<file path="src/rtl/multicycle_ctrl.sv">
// rtl/multicycle_ctrl.sv - multicycle RV32I control FSM with memory handshakes and retire counter
//
// Sequences one instruction at a time through FETCH, DECODE, EXEC, MEM and WB.
// Unsupported opcodes park the FSM in TRAP until rst.
//
// Ports:
//   clk, rst            clock, synchronous active-high reset
//   instr               current IR contents (valid from the cycle after ir_we)
//   branch_taken        datapath comparator result, sampled in EXEC
//   imem_req/imem_ack   instruction fetch handshake
//   dmem_req/dmem_we    data access request, 1 = store
//   dmem_ack            data access complete
//   ir_we, pc_we        IR and PC write enables
//   pc_sel              0 = PC+4, 1 = alu_out
//   alu_a_sel           00 = rs1, 01 = old_pc, 10 = zero
//   alu_b_sel           0 = rs2, 1 = imm_val
//   alu_op              00 = add, 01 = funct-decoded, 10 = compare
//   imm_type            0 = I, 1 = S, 2 = B, 3 = U, 4 = J, 7 = none
//   reg_we, wb_sel      register writeback enable and source select
//   retire              pulse on the final cycle of each instruction
//   instret             retired-instruction count
//   illegal             sticky trap flag

module multicycle_ctrl #(
   parameter int CNT_W = 32
) (
   input  logic             clk,
   input  logic             rst,
   input  logic [31:0]      instr,
   input  logic             branch_taken,
   output logic             imem_req,
   input  logic             imem_ack,
   output logic             dmem_req,
   output logic             dmem_we,
   input  logic             dmem_ack,
   output logic             ir_we,
   output logic             pc_we,
   output logic             pc_sel,
   output logic [1:0]       alu_a_sel,
   output logic             alu_b_sel,
   output logic [1:0]       alu_op,
   output logic [2:0]       imm_type,
   output logic             reg_we,
   output logic [1:0]       wb_sel,
   output logic             retire,
   output logic [CNT_W-1:0] instret,
   output logic             illegal
);

   typedef enum logic [2:0] {
      FETCH,
      DECODE,
      EXEC,
      MEM,
      WB,
      TRAP
   } state_t;

   typedef enum logic [2:0] {
      C_R,
      C_I,
      C_LOAD,
      C_STORE,
      C_BRANCH,
      C_JAL,
      C_LUI,
      C_AUIPC
   } cls_t;

   localparam logic [2:0] IMM_I    = 3'd0;
   localparam logic [2:0] IMM_S    = 3'd1;
   localparam logic [2:0] IMM_B    = 3'd2;
   localparam logic [2:0] IMM_U    = 3'd3;
   localparam logic [2:0] IMM_J    = 3'd4;
   localparam logic [2:0] IMM_NONE = 3'd7;

   localparam logic [1:0] A_RS1   = 2'b00;
   localparam logic [1:0] A_PC    = 2'b01;
   localparam logic [1:0] A_ZERO  = 2'b10;

   localparam logic [1:0] OP_ADD  = 2'b00;
   localparam logic [1:0] OP_FUNC = 2'b01;
   localparam logic [1:0] OP_CMP  = 2'b10;

   localparam logic [1:0] WB_ALU  = 2'b00;
   localparam logic [1:0] WB_MEM  = 2'b01;
   localparam logic [1:0] WB_LINK = 2'b10;

   state_t           state, state_nx;
   cls_t             cls_q, cls_dec;
   logic             dec_ok;
   logic [2:0]       imm_q, imm_dec;
   logic [CNT_W-1:0] cnt_q;

   // Only the opcode field steers the controller; funct bits are decoded by the ALU.
   logic unused_instr_bits;
   assign unused_instr_bits = ^instr[31:7];

   // Opcode classification, used only while in DECODE.
   always_comb begin
      dec_ok  = 1'b1;
      cls_dec = C_R;
      imm_dec = IMM_NONE;
      case (instr[6:0])
         7'b0110011: begin cls_dec = C_R;      imm_dec = IMM_NONE; end
         7'b0010011: begin cls_dec = C_I;      imm_dec = IMM_I;    end
         7'b0000011: begin cls_dec = C_LOAD;   imm_dec = IMM_I;    end
         7'b0100011: begin cls_dec = C_STORE;  imm_dec = IMM_S;    end
         7'b1100011: begin cls_dec = C_BRANCH; imm_dec = IMM_B;    end
         7'b1101111: begin cls_dec = C_JAL;    imm_dec = IMM_J;    end
         7'b0110111: begin cls_dec = C_LUI;    imm_dec = IMM_U;    end
         7'b0010111: begin cls_dec = C_AUIPC;  imm_dec = IMM_U;    end
         default:    begin dec_ok = 1'b0;      imm_dec = IMM_NONE; end
      endcase
   end

   always_ff @(posedge clk) begin
      if (rst) begin
         state <= FETCH;
         cls_q <= C_R;
         imm_q <= IMM_NONE;
         cnt_q <= '0;
      end else begin
         state <= state_nx;
         // imm_type is latched at decode and released once the instruction retires,
         // so FETCH/DECODE of the next instruction always present "none".
         if (state == DECODE) begin
            cls_q <= cls_dec;
            imm_q <= imm_dec;
         end else if (retire) begin
            imm_q <= IMM_NONE;
         end
         if (retire) begin
            cnt_q <= cnt_q + CNT_W'(1);
         end
      end
   end

   assign instret = cnt_q;

   // Every output is forced idle while rst is high so that no request or
   // write enable escapes from whatever state the FSM was in.
   always_comb begin
      state_nx  = state;
      imem_req  = 1'b0;
      dmem_req  = 1'b0;
      dmem_we   = 1'b0;
      ir_we     = 1'b0;
      pc_we     = 1'b0;
      pc_sel    = 1'b0;
      alu_a_sel = A_RS1;
      alu_b_sel = 1'b0;
      alu_op    = OP_ADD;
      imm_type  = IMM_NONE;
      reg_we    = 1'b0;
      wb_sel    = WB_ALU;
      retire    = 1'b0;
      illegal   = 1'b0;

      if (!rst) begin
         imm_type = imm_q;
         case (state)
            FETCH: begin
               imem_req = 1'b1;
               if (imem_ack) begin
                  ir_we    = 1'b1;
                  pc_we    = 1'b1;
                  pc_sel   = 1'b0;
                  state_nx = DECODE;
               end
            end

            DECODE: begin
               state_nx = dec_ok ? EXEC : TRAP;
            end

            EXEC: begin
               state_nx = WB;
               case (cls_q)
                  C_R: begin
                     alu_a_sel = A_RS1;
                     alu_b_sel = 1'b0;
                     alu_op    = OP_FUNC;
                  end
                  C_I: begin
                     alu_a_sel = A_RS1;
                     alu_b_sel = 1'b1;
                     alu_op    = OP_FUNC;
                  end
                  C_LOAD, C_STORE: begin
                     alu_a_sel = A_RS1;
                     alu_b_sel = 1'b1;
                     alu_op    = OP_ADD;
                     state_nx  = MEM;
                  end
                  C_LUI: begin
                     alu_a_sel = A_ZERO;
                     alu_b_sel = 1'b1;
                     alu_op    = OP_ADD;
                  end
                  C_AUIPC: begin
                     alu_a_sel = A_PC;
                     alu_b_sel = 1'b1;
                     alu_op    = OP_ADD;
                  end
                  C_BRANCH: begin
                     // The ALU compares rs1/rs2 while the datapath's own adder
                     // forms old_pc + imm_val for the taken target.
                     alu_op   = OP_CMP;
                     pc_we    = branch_taken;
                     pc_sel   = branch_taken;
                     retire   = 1'b1;
                     state_nx = FETCH;
                  end
                  C_JAL: begin
                     alu_a_sel = A_PC;
                     alu_b_sel = 1'b1;
                     alu_op    = OP_ADD;
                     pc_we     = 1'b1;
                     pc_sel    = 1'b1;
                  end
                  default: begin
                     state_nx = WB;
                  end
               endcase
            end

            MEM: begin
               dmem_req = 1'b1;
               dmem_we  = (cls_q == C_STORE);
               if (dmem_ack) begin
                  if (cls_q == C_STORE) begin
                     retire   = 1'b1;
                     state_nx = FETCH;
                  end else begin
                     state_nx = WB;
                  end
               end
            end

            WB: begin
               reg_we   = 1'b1;
               retire   = 1'b1;
               state_nx = FETCH;
               case (cls_q)
                  C_LOAD:  wb_sel = WB_MEM;
                  C_JAL:   wb_sel = WB_LINK;
                  default: wb_sel = WB_ALU;
               endcase
            end

            TRAP: begin
               illegal  = 1'b1;
               state_nx = TRAP;
            end

            default: begin
               state_nx = FETCH;
            end
         endcase
      end
   end

endmodule

</file>
<file path="config.mk">
export PLATFORM = sky130hd
export DESIGN_NAME = multicycle_ctrl
export DESIGN_NICKNAME = d
export VERILOG_FILES = /design/src/rtl/multicycle_ctrl.sv
export SDC_FILE = /design/constraint.sdc
export NUM_CORES = 1
export LEC_CHECK = 0
export BUFFER_PORTS_ARGS = -buffer_cell sky130_fd_sc_hd__buf_4
export CAP_MARGIN = 40
export CORE_MARGIN = 2
export CORE_UTILIZATION = 50
export CTS_BUF_LIST = sky130_fd_sc_hd__clkbuf_4 sky130_fd_sc_hd__clkbuf_8
export DETAILED_ROUTE_END_ITERATION = 16
export MAX_ROUTING_LAYER = met4
export PLACE_DENSITY = 0.81
export SLEW_MARGIN = 10
export SYNTH_ARGS = -nofsm -noshare
export SYNTH_HDL_FRONTEND = slang
export SYNTH_SLANG_ARGS = --single-unit
</file>
<file path="constraint.sdc">
create_clock -name clk -period 3.6 [get_ports clk]
set_input_delay 0.36 -clock clk [delete_from_list [all_inputs] [get_ports clk]]
set_output_delay 0.36 -clock clk [all_outputs]
set_load 0.02 [all_outputs]
</file>
== Word-level counts from Yosys, hierarchy flattened ==
Index checks and enable logic that the tools add are counted.

* Bits in registers: 41
* Input bits: 37
* Output and inout port bits: 51
* Word-level logic and storage cells: 86

* $add $sub $neg: 1
* Eq/ne operators: 22
* Muxes and demuxes: 47
* Reductions and logical operators: 12

{| class="wikitable"
|+ Operators by type and width
! kind !! count
|-
| $add 32x1->32 const B || 1
|-
| $pmux 3 s5 || 2
|-
| $mux 1 || 24
|-
| $eq 7x6->1 const B || 3
|-
| $mux 3 || 7
|-
| $pmux 3 s7 || 1
|-
| $eq 3x3->1 const B || 6
|-
| $eq 7x5->1 const B || 2
|-
| $eq 7x7->1 const B || 2
|-
| $eq 3x2->1 const B || 4
|-
| $mux 2 || 6
|-
| $reduce_or 2->1 || 5
|-
| $pmux 2 s2 || 2
|-
| $reduce_or 8->1 || 1
|-
| $eq 7x2->1 const B || 1
|-
| $eq 3x1->1 const B || 2
|-
| $logic_not 3->1 || 2
|-
| $pmux 2 s3 || 1
|-
| $pmux 3 s2 || 1
|-
| $reduce_or 6->1 || 1
|-
| $reduce_or 5->1 || 1
|-
| $ne 2x2->1 const B || 2
|-
| $pmux 1 s2 || 2
|-
| $pmux 1 s3 || 1
|-
| other kinds (2) || 2
|}

== Logic depth before layout (Yosys ltp) ==
Gate-level depths: netlist of the first run.

* Depth in word-level cells: 7
* Mapped depth: 8
* Depth with buffers taken out: 6

== Worst setup path after synthesis of the first run ==
Ideal clock, no wire load.

* Kind: register to output
* Start: register cls_q[0]
* End: output port pc_we
* Arrival time: 2.083 ns
* Required time: 3.240 ns
* Setup slack: 1.157 ns
* Stages on the path, launching flop included: 5
* Path buffers: 1
* Cells stage by stage: dfxtp_1 > clkbuf_1 > o21ai_0 > or2_2 > a2111oi_0

* Cells in the longest elaborated chain, start to end: 4
* Elaborated cells between the ends (all ways): 5
* Classes of those cells: 2 x eq/ne; 3 x mux

{| class="wikitable"
|+ Ends and longest elaborated chain
! what !! RTL line !! RTL
|-
| start: declaration || 90 || <nowiki>cls_t cls_q, cls_dec;</nowiki>
|-
| start signal: assignment || 128 || <nowiki>cls_q <= cls_dec;</nowiki>
|-
| $eq 3x3->1 || 179 || <nowiki>case (cls_q)</nowiki>
|-
| $pmux 1 s2 (*) || 179 ||
|-
| $pmux 1 s2 (*) || 162 || <nowiki>case (state)</nowiki>
|-
| $mux 1 (*) || 160 || <nowiki>if (!rst) begin</nowiki>
|-
| end: declaration || 37 || <nowiki>output logic pc_we,</nowiki>
|}

Mark *: on every way between the ends. The rest lies on a longest branch, timed or not.

== Worst setup path after layout of the first run ==
* Start: register state[2]
* End: output port retire

* Cells in the longest elaborated chain, start to end: 3
* Elaborated cells between the ends (all ways): 5
* Classes of those cells: 3 x eq/ne; 2 x mux

{| class="wikitable"
|+ Ends and longest elaborated chain
! what !! RTL line !! RTL
|-
| start: declaration || 89 || <nowiki>state_t state, state_nx;</nowiki>
|-
| start signal: assignment || 124 || <nowiki>state <= state_nx;</nowiki>
|-
| $eq 3x3->1 / $eq 3x2->1 (equally long branches) || 162 ||
|-
| $pmux 1 s3 (*) || 162 ||
|-
| $mux 1 (*) || 160 ||
|-
| end: declaration || 45 || <nowiki>output logic retire,</nowiki>
|}

Marks and branches as above.

==> results of run 1 <==
[power groups by stage]
stage | Combinational, mW | Clock, mW | Sequential (mW)
final | 0.0662 | 0.315 | 0.463
after global placement | 0.0647 | 0 | 0.474
after detailed placement | 0.0658 | 0 | 0.474
after CTS | 0.0662 | 0.316 | 0.463
after global routing | 0.0736 | 0.339 | 0.464
after floorplan | 0.0451 | 0 | 0.470
[final cells by class]
class	count	area (um^2)	share of cell area, %
Clock buffer	7	90.1	3.09
Inverter	8	30.0	1.03
Multi-Input combinational cell	222	1440	49.4
Sequential cell	41	821	28.2
Tap cell	54	67.6	2.32
Timing Repair Buffer	62	465	16.0
[worst reg2reg max path, delay by kind of cell (launching register included)]
kind	cells	cell delay [ps]
AOI/OAI and AO/OA	2	1040
DFF	1	670
xor gates and xnor gates	1	180
and+or+nand+nor	2	410
[layout by cell type, fill, tap and decap left out, drive strengths merged, types with 7 or more instances in the layout]
cell / Yosys / final
a21oi: 19 / 19
a2111oi: 8 / 8
xnor2: 14 / 14
dfxtp: 41 / 41
nand3: 8 / 8
nand4: 8 / 8
and3: 7 / 7
clkbuf: 11 / 7
buf: 6 / 62
nor2: 37 / 37
xor2: 8 / 8
a211oi: 7 / 7
inv: 8 / 8
nand2: 18 / 18
o21ai: 10 / 10
[sequential cells by signal, summed over array words and instances, names as in the netlist]
name     cells
cls_q        3
imm_q        3
instret     32
state        3
[per-layer routing]
layer / vias up / GRT usage, % / part of all wire (%)
li1: 1158 / - / -
met1: 1060 / 31.5 / 46
met5: - / - / 0
met4: 0 / 6.17 / 0.97
met2: 80 / 34.6 / 45
met3: 6 / 4.56 / 7.3
[worst paths after layout]
check                                   end  cells after the start  slack (ps)
worst max-delay path                 retire                      4        1080
worst min-delay path               imm_q[2]                      2         340
worst max register to register  instret[22]                      5        1180
worst min register to register  instret[31]                      2         490
[cell families after synthesis]
kind of cell / count (synthesis)
flops: 41
simple gates: 126
compound gates: 72
xor+xnor: 22
buf+inv: 25
mux: 1
fa+ha+maj: 1
[stage by stage]
stage	worst slack, ps	power (mW)	util, %	instances
5_1_grt	928	0.877	62.6	394
2_1_floorplan	1160	0.515	-	288
4_1_cts	1070	0.845	62.6	394
3_3_place_gp	1070	0.538	60.6	387
6_report	1080	0.844	62.6	394
3_5_place_dp	1080	0.539	60.6	387
==> flow_metrics.env, run 1 <==
export IMPL_status="complete, no violations"
export IMPL_cp_arrival_ps=2160
export IMPL_clockRootBuffer="clkbuf_8"
export IMPL_synth_avg_cell_area_um2=8.26
export IMPL_tns_ps=0
export IMPL_fp_dieW_um=73.0
export IMPL_synth_distinct_cells=56
export IMPL_critical_path_slowest_cell="a41oi_2"
export IMPL_cp_top_family="compound AO/OA/AOI/OAI gates"
export IMPL_yosys_top_cells_count="41 x dfxtp_1, 37 x nor2_1, 19 x a21oi_1"
export IMPL_ys_flop_type="dfxtp_1"
export IMPL_synth_seq_cells=41
export IMPL_skew_ps=4.47
export IMPL_cp_end_kind="primary output"
export IMPL_ant_nets=0
export IMPL_nets=378
export IMPL_cp_cell_sequence="and4bb_4 > a41oi_2 > nand2_1 > buf_4"
export IMPL_clock_path_buffers=2
export IMPL_hold_ws_ps=339
export IMPL_cp_required_ps=3240
export IMPL_start_util_pct=51.1
export IMPL_yosys_warnings=0
export IMPL_synth_area_leaders="dfxtp_1 34%, nor2_1 5.8%, xnor2_1 5.2%"
export IMPL_slowest_delay_ps=610
export IMPL_place_area_um2=2830
export IMPL_rsz0062_at_grt="no"
export IMPL_grt_pass1_wl_um=9400
export IMPL_finalCritPeriodShare_pct=70.0
export IMPL_clk_pin_slew_ps=70
export IMPL_power_internal_mw=0.644
export IMPL_seq_area_frac_synth_pct=34.5
export IMPL_async_flop_share_pct=0
export IMPL_io_buffers=62
export IMPL_finalSetupViolCount=0
export IMPL_cts_made_buffers=5
export IMPL_tightest_slew_ps=725
export IMPL_startpoint="state[2]"
export IMPL_grt_max_degree=50
export IMPL_grt_antenna_before_repair=0
export IMPL_cts_sinks=41
export IMPL_drc=0
export IMPL_layout_drive_gt1_share_pct=25.0
export IMPL_vias=2304
export IMPL_hp_start="instr[3]"
export IMPL_irDropWorstVdd_mv=0.184
export IMPL_grt_pass1_vias=1989
export IMPL_p_sw_share_pct=23.8
export IMPL_netlist_top_cell_by_area="dfxtp_1"
export IMPL_synth_compound_area_share_pct=21.5
export IMPL_synthToLayoutAreaGrowth_pct=22.5
export IMPL_wl_per_cell_um=14.4
export IMPL_die_h_um=73.0
export IMPL_clock_fmax_mhz=397
export IMPL_grt_total_usage_pct=23.0
export IMPL_synth_nets=326
export IMPL_fillerInstances=415
export IMPL_crit_fanout=17
export IMPL_synth_mux_area_share_pct=0.473
export IMPL_synth_top_family_by_area="simple AND/OR/NAND/NOR gates"
export IMPL_htree_levels=2
export IMPL_synthSimpleGateAreaFrac_pct=30.0
export IMPL_overflow=0
export IMPL_hold_path_class="in -> reg"
export IMPL_synth_area_um2=2380
export IMPL_clock_latency_ps=290
export IMPL_gp_congestion=0.809
export IMPL_drtIter0Drc=154
export IMPL_final_min_clock_period_ps=2520
export IMPL_p_comb_share_pct=7.8
export IMPL_slew_headroom_pct=51.7
export IMPL_r2r_start="state[0]"
export IMPL_postCtsSetupBuffers=0
export IMPL_via_per_inst=5.85
export IMPL_p_seq_share_pct=54.9
export IMPL_synthAdderAreaFrac_pct=0.526
export IMPL_crit_type="reg -> out"
export IMPL_ctsResizeCount=0
export IMPL_dieArea_um2=5330
export IMPL_power_switching_mw=0.201
export IMPL_synth_top_cell_area_share_pct=34.5
export IMPL_cts_tree="built"
export IMPL_critical_path_buf_inv_count=1
export IMPL_syn_inst=288
export IMPL_synth_xor_area_share_pct=8.10
export IMPL_firstDrtPassIters=4
export IMPL_power_density_nw_per_um2=290
export IMPL_maxCapViolCount=0
export IMPL_cp_start_kind="register"
export IMPL_hold_violations=0
export IMPL_cts_hold_buf=0
export IMPL_p_leak_nw=1.10
export IMPL_wirelength_um=5680
export IMPL_synth_most_common_cell="dfxtp_1"
export IMPL_io_pins=88
export IMPL_core_area_um2=4660
export IMPL_hpwlAfterDp_um=4000
export IMPL_synth_edf_count=0
export IMPL_antenna_cells=0
export IMPL_slew_violations=0
export IMPL_rows=25
export IMPL_clkPwrFrac_pct=37.3
export IMPL_final_area_um2=2920
Power figures use the tool's default switching activity.
==> run 2, diff against run 1 <==
--- a/config.mk
+++ b/config.mk
@@ -5,6 +5,7 @@
 export SDC_FILE = /design/constraint.sdc
 export NUM_CORES = 1
 export LEC_CHECK = 0
+export ABC_AREA = 1
 export BUFFER_PORTS_ARGS = -buffer_cell sky130_fd_sc_hd__buf_4
 export CAP_MARGIN = 40
 export CORE_MARGIN = 2
@@ -12,7 +13,7 @@
 export CTS_BUF_LIST = sky130_fd_sc_hd__clkbuf_4 sky130_fd_sc_hd__clkbuf_8
 export DETAILED_ROUTE_END_ITERATION = 16
 export MAX_ROUTING_LAYER = met4
-export PLACE_DENSITY = 0.81
+export PLACE_DENSITY = 0.79
 export SLEW_MARGIN = 10
 export SYNTH_ARGS = -nofsm -noshare
 export SYNTH_HDL_FRONTEND = slang
==> constraint.sdc (replaced) <==
create_clock -name clk -period 2.4 [get_ports clk]
set_input_delay 0.24 -clock clk [delete_from_list [all_inputs] [get_ports clk]]
set_output_delay 0.24 -clock clk [all_outputs]
set_load 0.02 [all_outputs]
==> run 2 against run 1 <==
  * Synthesized area rose by 15%
  * Sequential share of layout area fell by 3.8 points
  * Critical path depth rose by 4
  * Non-clock buffer count rose by 1
  * Sequential power rose by 53%
  * Cell count rose by 50%
  * Die area rose by 14%
  * Clock power rose by 110%
  * Combinational power rose to 2.7 times the previous value
  * Global-route usage rose by 2.1 points
  * Critical path type unchanged
  * Largest power group unchanged
==> flow_metrics.env, run 2 <==
export IMPL_status="complete, no violations"
export IMPL_tightest_slew_ps=450
export IMPL_clock_latency_ps=300
export IMPL_grt_pass1_vias=2669
export IMPL_critical_path_slowest_cell="dfxtp_1"
export IMPL_hold_path_class="in -> reg"
export IMPL_synth_area_leaders="dfxtp_1 30%, nand2_1 23%, nor2_1 11%"
export IMPL_ctsResizeCount=0
export IMPL_htree_levels=2
export IMPL_cts_hold_buf=0
export IMPL_postLayoutCoreUtil_pct=64.6
export IMPL_hold_violations=0
export IMPL_yosys_top_cells_count="169 x nand2_1, 82 x nor2_1, 41 x dfxtp_1"
export IMPL_firstDrtPassIters=4
export IMPL_dpl_cell_count=583
export IMPL_die_h_um=78.1
export IMPL_cts_tree="built"
export IMPL_postCtsSetupBuffers=0
export IMPL_synthToLayoutAreaGrowth_pct=22.7
export IMPL_final_min_clock_period_ps=1950
export IMPL_synth_top_cell_area_share_pct=29.9
export IMPL_wl_per_cell_um=12.2
export IMPL_clock_path_buffers=2
export IMPL_p_comb_share_pct=11.6
export IMPL_dieArea_um2=6090
export IMPL_largest_reg_flops=32
export IMPL_synth_avg_cell_area_um2=5.95
export IMPL_slew_headroom_pct=70.0
export IMPL_power_density_nw_per_um2=461
export IMPL_netlist_top_cell_by_area="dfxtp_1"
export IMPL_cp_required_ps=2160
export IMPL_ys_flop_type="dfxtp_1"
export IMPL_start_util_pct=52.7
export IMPL_clock_fmax_mhz=513
export IMPL_finalCritPeriodShare_pct=81.2
export IMPL_drc=0
export IMPL_tns_ps=0
export IMPL_overflow=0
export IMPL_p_sw_share_pct=24.8
export IMPL_drtIter0Drc=178
export IMPL_power_internal_mw=1.17
export IMPL_synth_distinct_cells=33
export IMPL_finalSetupViolCount=0
export IMPL_clkPwrFrac_pct=42.8
export IMPL_wirelength_um=7190
export IMPL_syn_inst=461
export IMPL_antenna_cells=0
export IMPL_hold_ws_ps=270
export IMPL_cts_made_buffers=5
export IMPL_layout_drive_gt1_share_pct=16.9
export IMPL_cp_arrival_ps=1710
export IMPL_layout_common_cells="169 x nand2_1, 82 x nor2_1, 63 x buf_4"
export IMPL_rsz0062_at_grt="no"
export IMPL_maxCapViolCount=0
export IMPL_crit_fanout=27
export IMPL_async_flop_share_pct=0
export IMPL_crit_type="reg -> out"
export IMPL_synth_edf_count=0
export IMPL_io_pins=88
export IMPL_grt_total_usage_pct=25.1
export IMPL_clockRootBuffer="clkbuf_8"
export IMPL_slowest_delay_ps=350
export IMPL_gp_congestion=0.943
export IMPL_synth_most_common_cell="nand2_1"
export IMPL_power_switching_mw=0.386
export IMPL_core_area_um2=5200
export IMPL_cts_sinks=41
export IMPL_ant_nets=0
export IMPL_grt_pass1_wl_um=12000
export IMPL_fillerInstances=511
export IMPL_final_common_cell="nand2_1"
export IMPL_rows=26
export IMPL_synth_seq_cells=41
export IMPL_yosys_warnings=0
export IMPL_hpwlAfterDp_um=5440
export IMPL_grt_antenna_before_repair=0
export IMPL_synth_area_um2=2740
export IMPL_cp_start_kind="register"
export IMPL_synth_nets=499
export IMPL_slew_violations=0
export IMPL_skew_ps=8.53
export IMPL_seq_area_frac_synth_pct=29.9
export IMPL_io_buffers=62
export IMPL_fp_dieW_um=78.1
export IMPL_p_leak_nw=1.40
export IMPL_cp_end_kind="primary output"
export IMPL_cp_cell_sequence="inv_2 > nand2_1 > nor2_2 > nand2_2 > nand2_1 > nand2_2 > nand2_4 > buf_4"
export IMPL_irDropWorstVdd_mv=0.303
export IMPL_fin_total_pwr_mw=1.55
export IMPL_p_seq_share_pct=45.6
export IMPL_via_per_inst=5.14
export IMPL_nets=558
export IMPL_clk_pin_slew_ps=70
export IMPL_layout_cells_non_filler=591
export IMPL_vias=3038
export IMPL_grt_max_degree=44
==> run 2: cells by family after synthesis <==
group | Yosys count | share of synthesized area, %
flops | 41 | 29.9
compound gates | 52 | 10.9
fa+ha+maj | 1 | 0.456
xor+xnor | 9 | 2.87
buf+inv | 53 | 8.39
simple gates | 305 | 47.4
==> run 2: final timing paths <==
path,from,to,slack [ps],depth (start not counted)
worst min-delay path,dmem_ack,state[1],270,3
worst min register to register,instret[28],instret[28],510,2
worst max-delay path,state[2],retire,450,8
worst max register to register,instret[0],instret[28],680,10
==> run 2: cell type report <==
cell class | instances | area (um^2) | area share, %
inverter | 42 | 158 | 4.69
multi-input combinational | 367 | 1690 | 50.3
tap | 70 | 87.6 | 2.60
clock buffer | 5 | 68.8 | 2.05
timing repair buffer | 63 | 473 | 14.1
sequential | 41 | 821 | 24.4
clock inverter | 3 | 65.1 | 1.93
==> run 2: routing by layer <==
metal	track usage [%]	routed length, um
met2	41.0	3330
met3	3.33	316
met4	8.42	116
met1	32.3	3430
met5	-	0
==> run 2: power by group through the flow <==
stage	clock network (mW)	registers, mW	logic (mW)
after floorplan	0	0.724	0.126
after global placement	0	0.723	0.178
after detailed placement	0	0.724	0.180
after CTS	0.678	0.708	0.180
after global routing	0.704	0.710	0.203
final	0.663	0.708	0.181
==> run 2: worst max-delay path, delay by kind of cell (launching register included) <==
family | cells | cell delay [ps]
buf+inv | 2 | 270
simple gates | 6 | 780
flops | 1 | 350
==> run 2: through the flow <==
step,worst slack (ps),instance area [um^2]
floorplan,511,2740
finish,452,3360
global route,279,3360
detailed placement,727,3230
global placement,724,3230
CTS,445,3360
==> run 3, diff against run 2 <==
--- a/config.mk
+++ b/config.mk
@@ -5,15 +5,15 @@
 export SDC_FILE = /design/constraint.sdc
 export NUM_CORES = 1
 export LEC_CHECK = 0
-export ABC_AREA = 1
+export ABC_AREA = 0
 export BUFFER_PORTS_ARGS = -buffer_cell sky130_fd_sc_hd__buf_4
 export CAP_MARGIN = 40
 export CORE_MARGIN = 2
-export CORE_UTILIZATION = 50
+export CORE_UTILIZATION = 46
 export CTS_BUF_LIST = sky130_fd_sc_hd__clkbuf_4 sky130_fd_sc_hd__clkbuf_8
 export DETAILED_ROUTE_END_ITERATION = 16
 export MAX_ROUTING_LAYER = met4
-export PLACE_DENSITY = 0.79
+export PLACE_DENSITY = 0.78
 export SLEW_MARGIN = 10
 export SYNTH_ARGS = -nofsm -noshare
 export SYNTH_HDL_FRONTEND = slang
==> constraint.sdc (replaced) <==
create_clock -name clk -period 1.6 [get_ports clk]
set_input_delay 0.16 -clock clk [delete_from_list [all_inputs] [get_ports clk]]
set_output_delay 0.16 -clock clk [all_outputs]
set_load 0.02 [all_outputs]
==> run 3 against run 2 <==
  * The run now ends with negative setup slack left
  * Hold slack lost 59 ps
  * Flip-flop and latch count unchanged
  * Die area decreased by 5.4%
  * Register-to-register slack worse by 1100 ps
  * Cell count decreased by 14%
  * Critical path depth decreased by 2
  * Via count increased by 9.6%
  * Clock skew grew 9.9 ps
  * Worst setup slack lost 830 ps
  * Combinational power grew 55%
  * Global-route usage grew 5.6 points
  * Sequential power rose by 45%
  * Highest routed layer unchanged
==> flow_metrics.env, run 3 (same netlist as run 1, synthesis figures left out) <==
export IMPL_hpwlAfterDp_um=5030
export IMPL_grt_total_usage_pct=30.7
export IMPL_hold_ws_ps=211
export IMPL_cts_sinks=41
export IMPL_cp_required_ps=1770
export IMPL_clk_pin_slew_ps=80
export IMPL_cts_hold_buf=0
export IMPL_nets=476
export IMPL_dp_slack_ps=-328
export IMPL_tns_ps=-11150
export IMPL_maxCapViolCount=0
export IMPL_status="complete, but fails checks"
export IMPL_reg2reg_to="instret[16]"
export IMPL_synthToLayoutAreaGrowth_pct=84.0
export IMPL_regToRegSetupSlack_ps=-380
export IMPL_vias=3329
export IMPL_io_buffers=62
export IMPL_final_min_clock_period_ps=1980
export IMPL_violations="negative setup slack"
export IMPL_power_density_nw_per_um2=535
export IMPL_cp_cell_sequence="nor4b_4 > nand2_4 > buf_4 > a2111oi_1 > xnor2_1 > nor2_1"
export IMPL_grt_antenna_before_repair=0
export IMPL_ant_nets=0
export IMPL_slew_headroom_pct=61.7
export IMPL_finalSetupViolCount=54
export IMPL_clock_fmax_mhz=505
export IMPL_fp_dieW_um=75.9
export IMPL_startpoint="state[0]"
export IMPL_io_pins=88
export IMPL_cp_end_kind="register"
export IMPL_critical_path_buf_inv_count=1
export IMPL_crit_fanout=4
export IMPL_largest_reg_flops=32
export IMPL_layout_drive_gt1_share_pct=59.7
export IMPL_p_leak_nw=1.74
export IMPL_critPathCapture="instret[16]"
export IMPL_wl_per_cell_um=23.1
export IMPL_slowest_delay_ps=490
export IMPL_crit_type="reg -> reg"
export IMPL_setup_slack_ps=-380
export IMPL_slew_violations=0
export IMPL_firstDrtPassIters=5
export IMPL_critical_path_slowest_cell="a2111oi_1"
export IMPL_cp_start_kind="register"
export IMPL_hold_violations=0
export IMPL_dieArea_um2=5760
export IMPL_core_area_um2=5040
export IMPL_grt_pass1_wl_um=14100
export IMPL_wirelength_um=11800
export IMPL_grt_max_degree=25
export IMPL_overflow=0
export IMPL_hold_path_class="in -> reg"
export IMPL_rsz0062_at_grt="yes"
export IMPL_clock_latency_ps=310
export IMPL_rows=26
export IMPL_cts_tree="built"
export IMPL_cp_top_family="simple AND/OR/NAND/NOR gates"
export IMPL_grt_pass1_vias=2866
export IMPL_tightest_slew_ps=560
export IMPL_layout_common_cells="129 x buf_4, 34 x nor2_1, 29 x buf_6"
export IMPL_gp_congestion=0.882
export IMPL_irDropWorstVdd_mv=0.577
export IMPL_ff2ff_path_depth=6
export IMPL_clockRootBuffer="clkbuf_8"
export IMPL_worst_path_stages=6
export IMPL_die_h_um=75.9
export IMPL_start_util_pct=47.2
export IMPL_whs_path_depth=2
export IMPL_cts_made_buffers=5
export IMPL_skew_ps=18.5
export IMPL_via_per_inst=6.54
export IMPL_final_common_cell="buf_4"
export IMPL_drtIter0Drc=399
export IMPL_r2r_start="state[0]"
export IMPL_htree_levels=2
export IMPL_cp_arrival_ps=2150
export IMPL_drc=0
export IMPL_fillerInstances=243
export IMPL_antenna_cells=0
export IMPL_finalCritPeriodShare_pct=124
export IMPL_clock_path_buffers=2
[run 3: cell count changes in the layout (fill, tap and decap cells not counted), sizes merged, moves of 7 or more]
cell and change:
nand3b -11, and3 +7, a21oi -11, nand3 -7, inv -34, nand2 -155, nor2 -50, xnor2 +13
a2111oi +8, buf +97, a211oi +7
[run 3: what timing repair did]
item	in CTS	in global routing
resized for setup	76	65
pin swaps	16	37
setup endpoints to repair	50	55
setup buffers	17	8
[run 3: worst min path at each step]
stage	start	to	slack, ps
after floorplan	instr[3]	imm_q[2]	280
after global placement	instr[3]	imm_q[2]	430
after detailed placement	instr[3]	imm_q[2]	440
after CTS	instr[3]	imm_q[2]	150
after global routing	instr[3]	imm_q[2]	190
final	instr[3]	imm_q[2]	210
[run 3: area by class of cell]
type | instances | area (um^2) | share of cell area, %
sequential | 41 | 848 | 19.4
tap | 70 | 87.6 | 2.00
clock inverter | 3 | 65.1 | 1.49
clock buffer | 5 | 68.8 | 1.57
timing repair buffer | 160 | 1340 | 30.5
multi-input combinational | 222 | 1940 | 44.3
inverter | 8 | 35.0 | 0.800
[run 3: stage by stage]
step	power [mW]	cell area, um^2	util, %	instances
CTS	2.27	4030	79.9	502
floorplan	1.16	2440	-	288
finish	2.34	4380	86.8	509
detailed placement	1.24	3460	68.5	479
global route	2.39	4380	86.8	509
global placement	1.24	3460	68.5	479
[run 3: routing by layer]
metal | vias to the layer above | global-route usage, % | wire, um
li1 | 1356 | - | -
met1 | 1589 | 36.5 | 4340
met2 | 289 | 52.1 | 5650
met3 | 95 | 5.60 | 973
met4 | 0 | 11.3 | 809
met5 | - | - | 0
[run 3: where the power goes]
part / switching (mW) / internal (mW) / total, mW
clock network: 0.405 / 0.621 / 1.03
registers: 0.0109 / 1.02 / 1.03
logic: 0.159 / 0.123 / 0.281
total: 0.574 / 1.77 / 2.34
